--- config.mk ---
export PLATFORM = sky130hd
export DESIGN_NAME = softmax_norm
export DESIGN_NICKNAME = d
export VERILOG_FILES = /design/src/rtl/softmax_norm.sv
export SDC_FILE = /design/constraint.sdc
export NUM_CORES = 1
export LEC_CHECK = 0
export ABC_AREA = 1
export BUFFER_PORTS_ARGS = -buffer_cell sky130_fd_sc_hd__clkbuf_2
export CAP_MARGIN = 20
export CORE_MARGIN = 3
export CORE_UTILIZATION = 57
export CTS_BUF_LIST = sky130_fd_sc_hd__clkbuf_4 sky130_fd_sc_hd__clkbuf_8
export CTS_CLUSTER_SIZE = 30
export DETAILED_ROUTE_END_ITERATION = 6
export GPL_TIMING_DRIVEN = 0
export HOLD_SLACK_MARGIN = 0.15
export PLACE_DENSITY = 0.85
export SETUP_SLACK_MARGIN = 0.05
export SYNTH_ARGS = -nofsm -noshare
export SYNTH_HDL_FRONTEND = slang
export SYNTH_SLANG_ARGS = --single-unit
--- constraint.sdc ---
create_clock -name clk -period 2.9 [get_ports clk]
set_input_delay 0.29 -clock clk [delete_from_list [all_inputs] [get_ports clk]]
set_output_delay 0.29 -clock clk [all_outputs]
set_load 0.005 [all_outputs]
--- src/rtl/softmax_norm.sv ---
// Buffers one row of exponents, then emits each element divided by the row sum as a Q0.8 probability.
// Row close to first out_valid is 10 cycles; each further element is 10 cycles; credits return after the row drains.
module softmax_norm #(
   parameter int DEPTH = 8,
   parameter int SW    = 9 + $clog2(DEPTH)
) (
   input  logic       clk,
   input  logic       rst_n,
   input  logic       ex_valid,
   input  logic [8:0] ex_data,
   input  logic       ex_last,
   output logic       credit_ret,
   output logic       out_valid,
   output logic [7:0] out_data,
   output logic       out_last,
   input  logic       out_ready,
   output logic       err_ovf
);

   localparam int IW = $clog2(DEPTH);
   localparam int CW = IW + 1;
   localparam int DW = SW + 8;

   typedef enum logic [1:0] {ACCUM, DIV, OUT, CRED} state_t;

   state_t          state, state_nx;
   logic [8:0]      buffer [DEPTH];
   logic [SW-1:0]   sum;
   logic [CW-1:0]   count;
   logic [IW-1:0]   idx;
   logic [3:0]      step;
   logic [DW-1:0]   rem, dvs, op_rem, op_dvs, rem_nx;
   logic [8:0]      quo, quo_nx;
   logic            take, row_close, div_done, last_elem;

   assign take      = (state == ACCUM) && ex_valid;
   assign row_close = take && (ex_last || (count == CW'(DEPTH - 1)));
   assign div_done  = (state == DIV) && (step == 4'd8);
   // idx doubles as the credit counter while in CRED
   assign last_elem = ({1'b0, idx} == (count - CW'(1)));

   always_ff @(posedge clk or negedge rst_n) begin
      if (!rst_n) state <= ACCUM;
      else        state <= state_nx;
   end

   always_comb begin
      state_nx   = state;
      out_valid  = 1'b0;
      credit_ret = 1'b0;
      case (state)
         ACCUM: if (row_close) state_nx = DIV;
         DIV:   if (step == 4'd8) state_nx = OUT;
         OUT: begin
            out_valid = 1'b1;
            if (out_ready) state_nx = last_elem ? CRED : DIV;
         end
         CRED: begin
            credit_ret = 1'b1;
            if (last_elem) state_nx = ACCUM;
         end
         default: state_nx = ACCUM;
      endcase
   end

   // First divide step loads operands straight from the buffer so a row closed
   // by its very first element still sees the freshly written value.
   always_comb begin
      op_rem = (step == 4'd0) ? DW'({buffer[idx], 8'h00}) : rem;
      op_dvs = (step == 4'd0) ? DW'({sum, 8'h00}) : dvs;
      if (op_rem >= op_dvs) begin
         rem_nx = op_rem - op_dvs;
         quo_nx = {quo[7:0], 1'b1};
      end else begin
         rem_nx = op_rem;
         quo_nx = {quo[7:0], 1'b0};
      end
   end

   always_ff @(posedge clk) begin
      if (take) buffer[count[IW-1:0]] <= ex_data;
   end

   always_ff @(posedge clk or negedge rst_n) begin
      if (!rst_n) begin
         sum      <= '0;
         count    <= '0;
         idx      <= '0;
         step     <= '0;
         rem      <= '0;
         dvs      <= '0;
         quo      <= '0;
         out_data <= '0;
         out_last <= 1'b0;
         err_ovf  <= 1'b0;
      end else begin
         if (ex_valid && (state != ACCUM)) err_ovf <= 1'b1;
         if (take) begin
            sum   <= sum + SW'(ex_data);
            count <= count + CW'(1);
         end
         if (row_close) idx <= '0;
         if (state == DIV) begin
            rem  <= rem_nx;
            dvs  <= op_dvs >> 1;
            quo  <= quo_nx;
            step <= div_done ? 4'd0 : step + 4'd1;
            if (div_done) begin
               // A zero sum means every element is zero; the raw quotient would read all ones.
               out_data <= (sum == '0) ? 8'h00 : (quo_nx[8] ? 8'hFF : quo_nx[7:0]);
               out_last <= last_elem;
            end
         end
         if ((state == OUT) && out_ready) idx <= last_elem ? '0 : idx + IW'(1);
         if (state == CRED) begin
            if (last_elem) begin
               idx   <= '0;
               sum   <= '0;
               count <= '0;
            end else begin
               idx <= idx + IW'(1);
            end
         end
      end
   end

endmodule

==> insert_results.sql, run 1 <==
INSERT INTO impl_metrics (metric_group, metric, value, unit) VALUES
('status', 'outcome', 'finished with violations', ''),
('status', 'failed_checks', 'DRC, setup timing', ''),
('logic_synthesis', 'synthesis.instances', '1058', ''),
('logic_synthesis', 'async_reset_ff_share', '53.25', '%'),
('routing', 'detail_route.wl_per_cell', '17.68', 'µm'),
('final_layout', 'n_antenna_cell', '0', ''),
('hold_path', 'hp-class', 'primary input to register', ''),
('timing', 'report.final.slew_viol_count', '0', ''),
('floorplanning', 'io_pins', '26', ''),
('logic_synthesis', 'syn-mean-instance-area', '8.205', 'µm²'),
('floorplanning', 'dieWidth', '129.4', 'µm'),
('routing', 'drt-vias-per-instance', '5.859', ''),
('timing', 'layout_worst_path_cycle_share', '102.5', '%'),
('placed_design', 'place.port_buffers', '25', ''),
('logic_synthesis', 'synthSimpleGateAreaFrac', '24.36', '%'),
('final_layout', 'final_core_util', '71.20', '%'),
('logic_synthesis', 'synth_top_cell_by_area', 'edfxtp_1', ''),
('floorplanning', 'std_cell_rows', '44', ''),
('logic_synthesis', 'yosys-top-cells-area', 'edfxtp_1 (25%), dfrtp_1 (24%), nand2_1 (13%), inv_1 (5.8%), ha_1 (4.9%)', ''),
('logic_synthesis', 'combinational_family_with_the_most_area_after_synthesis', 'simple AND/OR/NAND/NOR gates', ''),
('logic_synthesis', 'ys_types', '43', ''),
('placed_design', 'detailed_place_hpwl', '15.21', 'mm'),
('routing', 'drc', '3', ''),
('setup_path', 'critical_path_required', '3250', 'ps'),
('clocking', 'htree_levels', '4', ''),
('timing', 'setup_viol_count_final', '1', ''),
('timing', 'clock.fmax', '336.6', 'MHz'),
('timing', 'timing.final.hold_violations', '0', ''),
('clocking', 'cts-buffers-inserted', '17', ''),
('timing', 'slew_headroom', '30.19', '%'),
('timing', 'rsz0062_at_grt', 'yes', ''),
('timing', 'final_critical_path_setup_slack', '-71.25', 'ps'),
('logic_synthesis', 'seq_area_frac_synth', '48.54', '%'),
('placed_design', 'gpl.final_weighted_congestion', '1.003', ''),
('logic_synthesis', 'synthesized_area', '0.008681', 'mm²'),
('final_layout', 'flow.area_growth_from_synthesis', '20.55', '%'),
('floorplanning', 'die-area', '0.01675', 'mm²'),
('logic_synthesis', 'syn-num-nets', '1108', ''),
('logic_synthesis', 'synth-edff-count', '72', ''),
('global_route', 'antenna_violations_before_repair', '0', ''),
('clocking', 'cts_clk_pin_slew_worst_paths', '90', 'ps'),
('clocking', 'tritoncts', 'built', ''),
('timing', 'fin_crit', '2971', 'ps'),
('global_route', 'grt_pass1_wl', '36.67', 'mm'),
('final_layout', 'final_layout_size_suffix_gt1_share', '19.07', '%'),
('logic_synthesis', 'post_synth_fa_ha_maj_area_fraction', '5.362', '%'),
('job', 'drv_cap', '0', ''),
('clocking', 'tritoncts_num_sinks', '154', ''),
('global_route', 'all_layer_gr_usage', '28.21', '%'),
('routing', 'drt_iter0_markers', '983', ''),
('logic_synthesis', 'post-synth-top-area-fraction', '24.91', '%'),
('timing', 'tns', '-71.25', 'ps'),
('logic_synthesis', 'number_of_synthesized_register_bits', '154', ''),
('timing', 'least_margin_pin_slew', '1043', 'ps'),
('logic_synthesis', 'yosysWarningCount', '0', ''),
('placed_design', 'postPlaceCellArea', '0.009071', 'mm²'),
('setup_path', 'crit_path_end_kind', 'register', ''),
('final_layout', 'fin_nets', '1196', ''),
('timing', 'timing.clock.skew', '10.74', 'ps'),
('logic_synthesis', 'synth-main-ff-cell', 'dfrtp_1', ''),
('setup_path', 'timing.critical_path.fanout_max', '10', ''),
('floorplanning', 'die-height', '129.4', 'µm'),
('routing', 'dr_total_vias', '7868', ''),
('final_layout', 'finalInstanceArea', '0.01047', 'mm²'),
('setup_path', 'setup.worst_path.class', 'register to register', ''),
('global_route', 'vias_in_the_first_global_route', '7361', ''),
('clocking', 'clkLatencyLatePin', '460', 'ps'),
('final_layout', 'final-instance-count-excl-fill', '1343', ''),
('final_layout', 'multi_input_comb_area', '0.004238', 'mm²'),
('placed_design', 'placed_cells_incl_taps', '1268', ''),
('clocking', 'clock_tree.root_cell', 'clkbuf_8', '');
## cells in the final DEF, fill, tap and decap left out, types with 4 or more instances in the layout
cell type and instances:
buf_8 5, clkbuf_1 10, edfxtp_1 72, nor3_1 4
o21ai_2 5, o211ai_1 24, dfrtp_1 81, ha_4 13
nand3_2 17, buf_6 8, nand2_2 25, nor2_4 6
inv_2 6, mux2i_4 4, buf_2 4, nand2_4 8
dlygate4sd3_1 6, nand4_1 5, nand2_1 288, xnor2_1 7
inv_6 5, ha_1 20, clkbuf_2 25, o21ai_0 64
clkinv_1 6, a21oi_2 4, o21ai_1 12, a21oi_1 47
nand3_1 68, clkbuf_8 19, inv_1 130, nor2_1 59
buf_4 38, xor2_1 13
## layout make-up
cell class / count / share of cell area, %
Inverter: 139 / 5.177
Clock inverter: 14 / 1.124
Sequential cell: 154 / 40.28
Timing Repair Buffer: 69 / 5.141
Multi-Input combinational cell: 727 / 40.50
Buffer: 38 / 3.276
Clock buffer: 18 / 2.308
Tap cell: 184 / 2.200
## per-layer routing
metal  GRT usage, %  part of all wire, %  vias up
met5              0                    0        -
li1               -                    -     3644
met4          12.04                  3.3        0
met2          44.57                   48      429
met3          4.988                  8.6       68
met1          38.68                   41     3727
## sequential cells by signal (all words and copies together), names as in the netlist
| register | count |
|---|---|
| buffer | 72 |
| count | 4 |
| dvs | 19 |
| err_ovf | 1 |
| idx | 3 |
| out_data | 8 |
| out_last | 1 |
| quo | 8 |
| rem | 20 |
| state | 2 |
| step | 4 |
| sum | 12 |
## critical path, cell delays in order, from the launching register on
cell      delay (ps)
dfrtp_1          400
inv_2            100
ha_4             150
nand3_4          130
buf_8            180
buf_12           150
mux2i_1          330
ha_4             280
buf_4            150
nand2_1           80
nand2_1           90
o21bai_1         160
a21oi_1          220
nand3_1          130
nand2_1           90
nand3_1           90
nand2_1           70
nand2_1           50
## logic make-up (layout without fill, tap and decap cells)
| family | count (synthesis) | in the layout |
|---|---|---|
| simple gates | 497 | 497 |
| xor+xnor | 20 | 20 |
| compound gates | 168 | 168 |
| fa+ha+maj | 36 | 36 |
| flops | 154 | 154 |
| mux | 6 | 6 |
| buf+inv | 177 | 278 |
## metrics by stage
stage,hold WS (ps),worst slack (ps)
2_1_floorplan,-5.591,62.35
3_3_place_gp,459.4,-845.1
3_5_place_dp,336.9,-890.6
4_1_cts,151.3,66.44
5_1_grt,163.9,-278.1
6_report,165.6,-71.25
## final timing paths
| path | from | to | slack [ps] | depth (start not counted) |
|---|---|---|---|---|
| worst max-delay path | step[0] | rem[17] | -70 | 17 |
| worst min-delay path | ex_data[2] | buffer[4][2] | 170 | 1 |
| worst max register to register | step[0] | rem[17] | -70 | 17 |
| worst min register to register | rem[11] | rem[11] | 490 | 2 |
| max in group asynchronous | rst_n | step[1] | 1910 | 3 |
| min in group asynchronous | rst_n | rem[5] | 380 | 2 |
## timing repair
| item | 4_1_cts | 5_1_grt |
|---|---|---|
| setup buffers | 21 | 13 |
| resized for setup | 101 | 59 |
| hold buffers | 6 | 0 |
| endpoints found under the setup margin | 22 | 21 |
| hold endpoints to repair | 69 | 0 |
| pin swaps | 21 | 34 |
| cloned | 1 | 2 |
Power of run 1 is left out: the tool's default activity adds up to more than one toggle a clock period on the data nets, which glitch-free logic cannot reach.
==> inputs of run 2 (changes only) <==
- PLACE_DENSITY: 0.85 -> not set
- PLACE_DENSITY_LB_ADDON: not set -> 0.15
- TNS_END_PERCENT: not set -> 5
==> run 2 against run 1 <==
Compared with the run above:
- the run ends with setup timing left
- maximum frequency is 2.1% higher
- design area is 0.47% higher
- routed wire length is 2.3% lower
- core utilization is 0.33 points higher
- non-clock buffer count is 5 lower
- critical path type unchanged
- largest cell class unchanged
- highest routed layer unchanged
==> insert_results.sql, run 2 (synthesis results as in run 1) <==
INSERT INTO impl_metrics (metric_group, metric, value, unit) VALUES
('final_layout', 'final.fill_count', '1109', ''),
('global_route', 'antenna_violations_before_repair', '0', ''),
('setup_path', 'critical_path_required', '3250', 'ps'),
('timing', 'report.final.slew_viol_count', '0', ''),
('timing', 'rsz0062_at_grt', 'yes', ''),
('clocking', 'tritoncts_num_sinks', '154', ''),
('placed_design', 'place.port_buffers', '25', ''),
('timing', 'timing.clock.skew', '14.33', 'ps'),
('timing', 'layout_worst_path_cycle_share', '100.3', '%'),
('placed_design', 'gpl.final_weighted_congestion', '0.9961', ''),
('floorplanning', 'dieWidth', '129.4', 'µm'),
('clocking', 'tritoncts', 'built', ''),
('clocking', 'cts-buffers-inserted', '17', ''),
('floorplanning', 'std_cell_rows', '44', ''),
('floorplanning', 'initial_utilization', '59.06', '%'),
('clocking', 'cts_clk_pin_slew_worst_paths', '90', 'ps'),
('clocking', 'cts.path.max_buffers', '2', ''),
('setup_path', 'cp_slowest_cell', 'dfrtp_2', ''),
('final_layout', 'final_cell_mix', 'nand2_1 (295), inv_1 (129), dfrtp_1 (81)', ''),
('status', 'outcome', 'finished with violations', ''),
('routing', 'drt_iter0_markers', '907', ''),
('timing', 'setup_viol_count_final', '2', ''),
('clocking', 'htree_levels', '4', ''),
('clocking', 'clkLatencyLatePin', '450', 'ps'),
('global_route', 'grt_pass1_wl', '37.27', 'mm'),
('setup_path', 'timing.critical_path.max_delay_family', 'simple AND/OR/NAND/NOR gates', ''),
('job', 'drv_cap', '0', ''),
('hold_path', 'hp-class', 'primary input to register', ''),
('routing', 'detail_route.wl_per_cell', '17.33', 'µm'),
('setup_path', 'cp_cell_sequence', 'buf_8, buf_6, o211ai_1, nand3_1, nand3_2, nand2_2, ha_4, nand2_2, nor2_4, nand2_2, nor3_4, nor2_4, nand2_8, buf_6, nand3_1, nand3_1, nand2_1', ''),
('timing', 'slew_headroom', '27.80', '%'),
('floorplanning', 'die-height', '129.4', 'µm'),
('final_layout', 'final_layout_size_suffix_gt1_share', '18.80', '%'),
('timing', 'clock.fmax', '343.7', 'MHz'),
('placed_design', 'detailed_place_hpwl', '15.22', 'mm'),
('setup_path', 'worst-path-buf-inv', '3', ''),
('setup_path', 'timing.critical_path.fanout_max', '10', ''),
('timing', 'timing.final.hold_violations', '0', ''),
('floorplanning', 'io_pins', '26', ''),
('setup_path', 'setup.worst_path.class', 'register to register', ''),
('status', 'failed_checks', 'setup timing', ''),
('setup_path', 'worst_setup_path_start_kind', 'register', ''),
('timing', 'final_critical_path_setup_slack', '-9.167', 'ps'),
('final_layout', 'fin_nets', '1191', ''),
('routing', 'antenna_left', '0', ''),
('final_layout', 'flow.area_growth_from_synthesis', '21.12', '%'),
('setup_path', 'arrival', '3260', 'ps'),
('routing', 'drt-vias-per-instance', '5.635', ''),
('setup_path', 'crit_path_end_kind', 'register', ''),
('global_route', 'vias_in_the_first_global_route', '7287', ''),
('floorplanning', 'die-area', '0.01675', 'mm²'),
('routing', 'drt_wl_total', '23.19', 'mm'),
('routing', 'drt_pass1_iterations', '6', ''),
('final_layout', 'final_core_util', '71.53', '%'),
('routing', 'drc', '0', ''),
('global_route', 'grt_start_max_net_pins', '62', ''),
('global_route', 'grt_overflow_total', '0', ''),
('routing', 'dr_total_vias', '7539', ''),
('global_route', 'all_layer_gr_usage', '28.92', '%'),
('final_layout', 'n_antenna_cell', '0', ''),
('clocking', 'clock_tree.root_cell', 'clkbuf_8', ''),
('final_layout', 'mostFrequentLayoutCell', 'nand2_1', ''),
('timing', 'fin_crit', '2909', 'ps'),
('floorplanning', 'fp.coreArea', '0.01470', 'mm²'),
('timing', 'least_margin_pin_slew', '1079', 'ps'),
('final_layout', 'largest_register_ffs', '72', ''),
('setup_path', 'slowest_delay', '470', 'ps');
run 2: cell count changes in the layout (fill, tap and decap cells not counted), moves of 2 or more:
| cell | previous run | this run |
|---|---|---|
| clkinv_4 | 1 | 4 |
| buf_4 | 38 | 31 |
| nand2_2 | 25 | 19 |
| clkbuf_8 | 19 | 21 |
| nand2_1 | 288 | 295 |
| o21ai_1 | 12 | 23 |
| o21ai_2 | 5 | 3 |
| a21oi_1 | 47 | 45 |
| clkinvlp_4 | 0 | 2 |
| o21ai_0 | 64 | 55 |
| clkinv_1 | 6 | 0 |
run 2: worst reg2reg max path: cells and delay by family, from the launching register on:
kind | cells | cell delay, ps
simple gates | 12 | 1300
buf+inv | 3 | 490
flops | 1 | 470
fa+ha+maj | 1 | 300
compound gates | 1 | 250
run 2: through the flow:
stage | area, µm² | setup slack [ps] | instances | setup TNS, ps | hold slack (ps)
floorplan | 8681 | 62.35 | 1058 | 0 | -5.591
global placement | 9036 | -897.0 | 1267 | -18100 | 459.0
detailed placement | 9071 | -932.3 | 1268 | -18840 | 255.4
CTS | 10360 | 51.16 | 1335 | 0 | 174.8
global route | 10510 | -81.93 | 1338 | -472.2 | 180.8
finish | 10510 | -9.167 | 1338 | -10.87 | 186.1
run 2: routing by layer:
metal,part of all wire [%],wire length [µm],global-route usage (%),vias up
li1,-,-,-,3629
met1,44,10220,40.85,3567
met2,46,10770,45.82,302
met3,7.5,1744,5.482,41
met4,2.0,460,8.894,0
met5,0,0,0,-
run 2: final timing paths:
kind,to,start,slack (ps),depth (start not counted)
worst min register to register,rem[9],rem[9],490,2
worst min-delay path,buffer[0][3],ex_data[3],190,1
worst max-delay path,rem[15],idx[0],-9,17
min in group asynchronous,dvs[6],rst_n,310,2
max in group asynchronous,idx[0],rst_n,1970,3
worst max register to register,rem[15],idx[0],-9,17
run 2: final cells by class:
class / count / area (µm²) / share of cell area (%)
Tap cell: 184 / 230.2 / 2.190
Inverter: 139 / 545.5 / 5.189
Multi-Input combinational cell: 727 / 4237 / 40.30
Timing Repair Buffer: 65 / 523.0 / 4.974
Sequential cell: 154 / 4215 / 40.09
Clock buffer: 19 / 255.2 / 2.428
Buffer: 37 / 347.8 / 3.308
Clock inverter: 13 / 160.2 / 1.523
run 2: repair_timing:
item,4_1_cts,5_1_grt
hold endpoints to repair,70,0
pin swaps,41,20
resized for setup,139,28
hold buffers,7,0
setup buffers,25,3
gates cloned,3,1
setup endpoints to repair,22,21
Power of run 2 is left out for the same reason.
==> inputs of run 3 (changes only) <==
==> constraint.sdc (replaced) <==
create_clock -name clk -period 3.3 [get_ports clk]
set_input_delay 0.165 -clock clk [delete_from_list [all_inputs] [get_ports clk]]
set_output_delay 0.165 -clock clk [all_outputs]
set_load 0.005 [all_outputs]
==> run 3 against run 2 <==
Compared with the run above:
- critical path type unchanged
- count of clock-buffer cells in the layout unchanged
- global-route usage decreased by 1.6 points
- critical path depth increased by 1
- register-to-register slack improved by 150 ps
- non-clock buffer count decreased by 19
- die area unchanged
- routed wire length decreased by 6.2%
- core utilization decreased by 4.3 points
- design area decreased by 6.0%
- first-iteration DRC count decreased by 11%
- cell count decreased by 1.4%
- the flow now finishes without violations
- via count decreased by 3.1%
==> insert_results.sql, run 3 (synthesis results as in run 1) <==
INSERT INTO impl_metrics (metric_group, metric, value, unit) VALUES
('status', 'outcome', 'finished clean', ''),
('placed_design', 'postPlaceCellArea', '0.009071', 'mm²'),
('placed_design', 'place.port_buffers', '25', ''),
('floorplanning', 'dieWidth', '129.4', 'µm'),
('timing', 'timing.final.hold_violations', '0', ''),
('timing', 'setup_viol_count_final', '0', ''),
('clocking', 'htree_levels', '4', ''),
('setup_path', 'critical_path_required', '3640', 'ps'),
('placed_design', 'placed_cells_incl_taps', '1268', ''),
('timing', 'slew_headroom', '28.03', '%'),
('routing', 'drt_wl_total', '21.75', 'mm'),
('clocking', 'cts-buffers-inserted', '17', ''),
('timing', 'layout_worst_path_cycle_share', '95.67', '%'),
('timing', 'rsz0062_at_grt', 'no', ''),
('setup_path', 'crit-reg2reg-launch', 'step[1]', ''),
('final_layout', 'n_antenna_cell', '0', ''),
('clocking', 'tritoncts', 'built', ''),
('setup_path', 'arrival', '3500', 'ps'),
('timing', 'timing.clock.skew', '12.48', 'ps'),
('setup_path', 'setup.worst_path.class', 'register to register', ''),
('timing', 'clock.fmax', '316.8', 'MHz'),
('final_layout', 'flow.area_growth_from_synthesis', '13.87', '%'),
('clocking', 'tritoncts_num_sinks', '154', ''),
('final_layout', 'fin_nets', '1172', ''),
('floorplanning', 'io_pins', '26', ''),
('routing', 'drt_pass1_iterations', '5', ''),
('setup_path', 'timing.critical_path.fanout_max', '10', ''),
('timing', 'whs', '188.8', 'ps'),
('final_layout', 'mostFrequentLayoutCell', 'nand2_1', ''),
('final_layout', 'final_cell_mix', 'nand2_1 (307), inv_1 (132), dfrtp_1 (81)', ''),
('floorplanning', 'die-area', '0.01675', 'mm²'),
('timing', 'report.final.slew_viol_count', '0', ''),
('setup_path', 'regToRegSetupSlack', '140', 'ps'),
('final_layout', 'final.fill_count', '1215', ''),
('final_layout', 'largest_register_ffs', '72', ''),
('global_route', 'antenna_violations_before_repair', '0', ''),
('hold_path', 'hp-class', 'primary input to async pin', ''),
('floorplanning', 'fp.coreArea', '0.01470', 'mm²'),
('global_route', 'all_layer_gr_usage', '27.28', '%'),
('setup_path', 'crit_path_end_kind', 'register', ''),
('placed_design', 'detailed_place_hpwl', '15.22', 'mm'),
('routing', 'dr_total_vias', '7303', ''),
('routing', 'antenna_left', '0', ''),
('routing', 'drt_iter0_markers', '806', ''),
('setup_path', 'timing.rr.end', 'rem[15]', ''),
('clocking', 'cts_clk_pin_slew_worst_paths', '90', 'ps'),
('clocking', 'clock_tree.root_cell', 'clkbuf_8', ''),
('routing', 'drt-vias-per-instance', '5.537', ''),
('job', 'drv_cap', '0', ''),
('routing', 'detail_route.wl_per_cell', '16.49', 'µm'),
('clocking', 'clkLatencyLatePin', '450', 'ps'),
('placed_design', 'gpl.final_weighted_congestion', '0.9961', ''),
('setup_path', 'startpoint_of_the_most_critical_setup_path', 'step[1]', ''),
('setup_path', 'worst_r2r_path_depth', '18', ''),
('setup_path', 'worst_setup_path_start_kind', 'register', ''),
('clocking', 'cts.path.max_buffers', '2', ''),
('timing', 'fin_crit', '3157', 'ps'),
('global_route', 'vias_in_the_first_global_route', '6874', ''),
('global_route', 'grt_pass1_wl', '35.31', 'mm'),
('routing', 'drc', '0', ''),
('final_layout', 'final-instance-count-excl-fill', '1319', ''),
('floorplanning', 'die-height', '129.4', 'µm'),
('global_route', 'grt_start_max_net_pins', '62', ''),
('final_layout', 'finalInstanceArea', '0.009884', 'mm²'),
('timing', 'tns', '0', 'ps'),
('floorplanning', 'std_cell_rows', '44', ''),
('floorplanning', 'initial_utilization', '59.06', '%'),
('final_layout', 'final_layout_size_suffix_gt1_share', '12.95', '%'),
('timing', 'least_margin_pin_slew', '1076', 'ps'),
('global_route', 'grt_overflow_total', '0', '');
==> run 3: changes by cell type in the layout (fill, tap and decap cells not counted), sizes merged <==
cell | before | now
dlygate4sd3 | 7 | 13
clkbuf | 60 | 63
buf | 54 | 26
clkinv | 6 | 7
clkinvlp | 2 | 1
==> run 3: worst max-delay path by stage <==
stage / endpoint / slack [ps]
2_1_floorplan: rem[13] / 460
3_3_place_gp: rem[16] / -500
3_5_place_dp: rem[16] / -530
4_1_cts: rem[14] / 50
5_1_grt: rem[14] / 30
6_report: rem[15] / 140
==> run 3: repair_timing <==
| action | in CTS | in global routing |
|---|---|---|
| pin swaps | 1 | 4 |
| hold buffers | 13 | 0 |
| resized for setup | 24 | 44 |
| buffers inserted | 1 | 5 |
| endpoints found under the setup margin | 22 | 21 |
| hold endpoints to repair | 160 | 0 |
==> run 3: per-stage QoR <==
step | utilization (%) | setup slack, ps
after floorplan | - | 462.3
after global placement | 61.47 | -497.0
after detailed placement | 61.71 | -532.3
after CTS | 65.91 | 54.98
after global routing | 67.25 | 26.64
final | 67.25 | 143.0
==> run 3: cell type report <==
class	instances	area [µm²]	area share, %
Buffer	38	260.3	2.633
Sequential cell	154	4215	42.65
Tap cell	184	230.2	2.329
Clock inverter	13	160.2	1.620
Timing Repair Buffer	45	330.3	3.342
Inverter	139	531.8	5.380
Clock buffer	19	255.2	2.582
Multi-Input combinational cell	727	3901	39.47
==> run 3: routing by layer <==
metal / GRT usage [%] / vias to the layer above / part of all wire [%]
li1: - / 3591 / -
met1: 39.91 / 3432 / 46
met5: 0 / - / 0
met2: 42.50 / 257 / 46
met3: 4.905 / 23 / 6.8
met4: 7.103 / 0 / 1.5
==> run 3: critical path, cell delays in order, from the launching register on <==
cell and delay (ps):
dfrtp_1 390, inv_1 80, ha_2 210, nand3_4 130, clkinv_4 120, clkbuf_4 230, o21ai_0 380, ha_4 290
nand2_2 90, inv_1 70, a21oi_2 220, nand3_2 160, nand2_4 120, nand2_8 90, inv_6 100, buf_12 150
nand3_2 60, nand3_1 70, nand2_1 60
Power of run 3 is left out for the same reason.
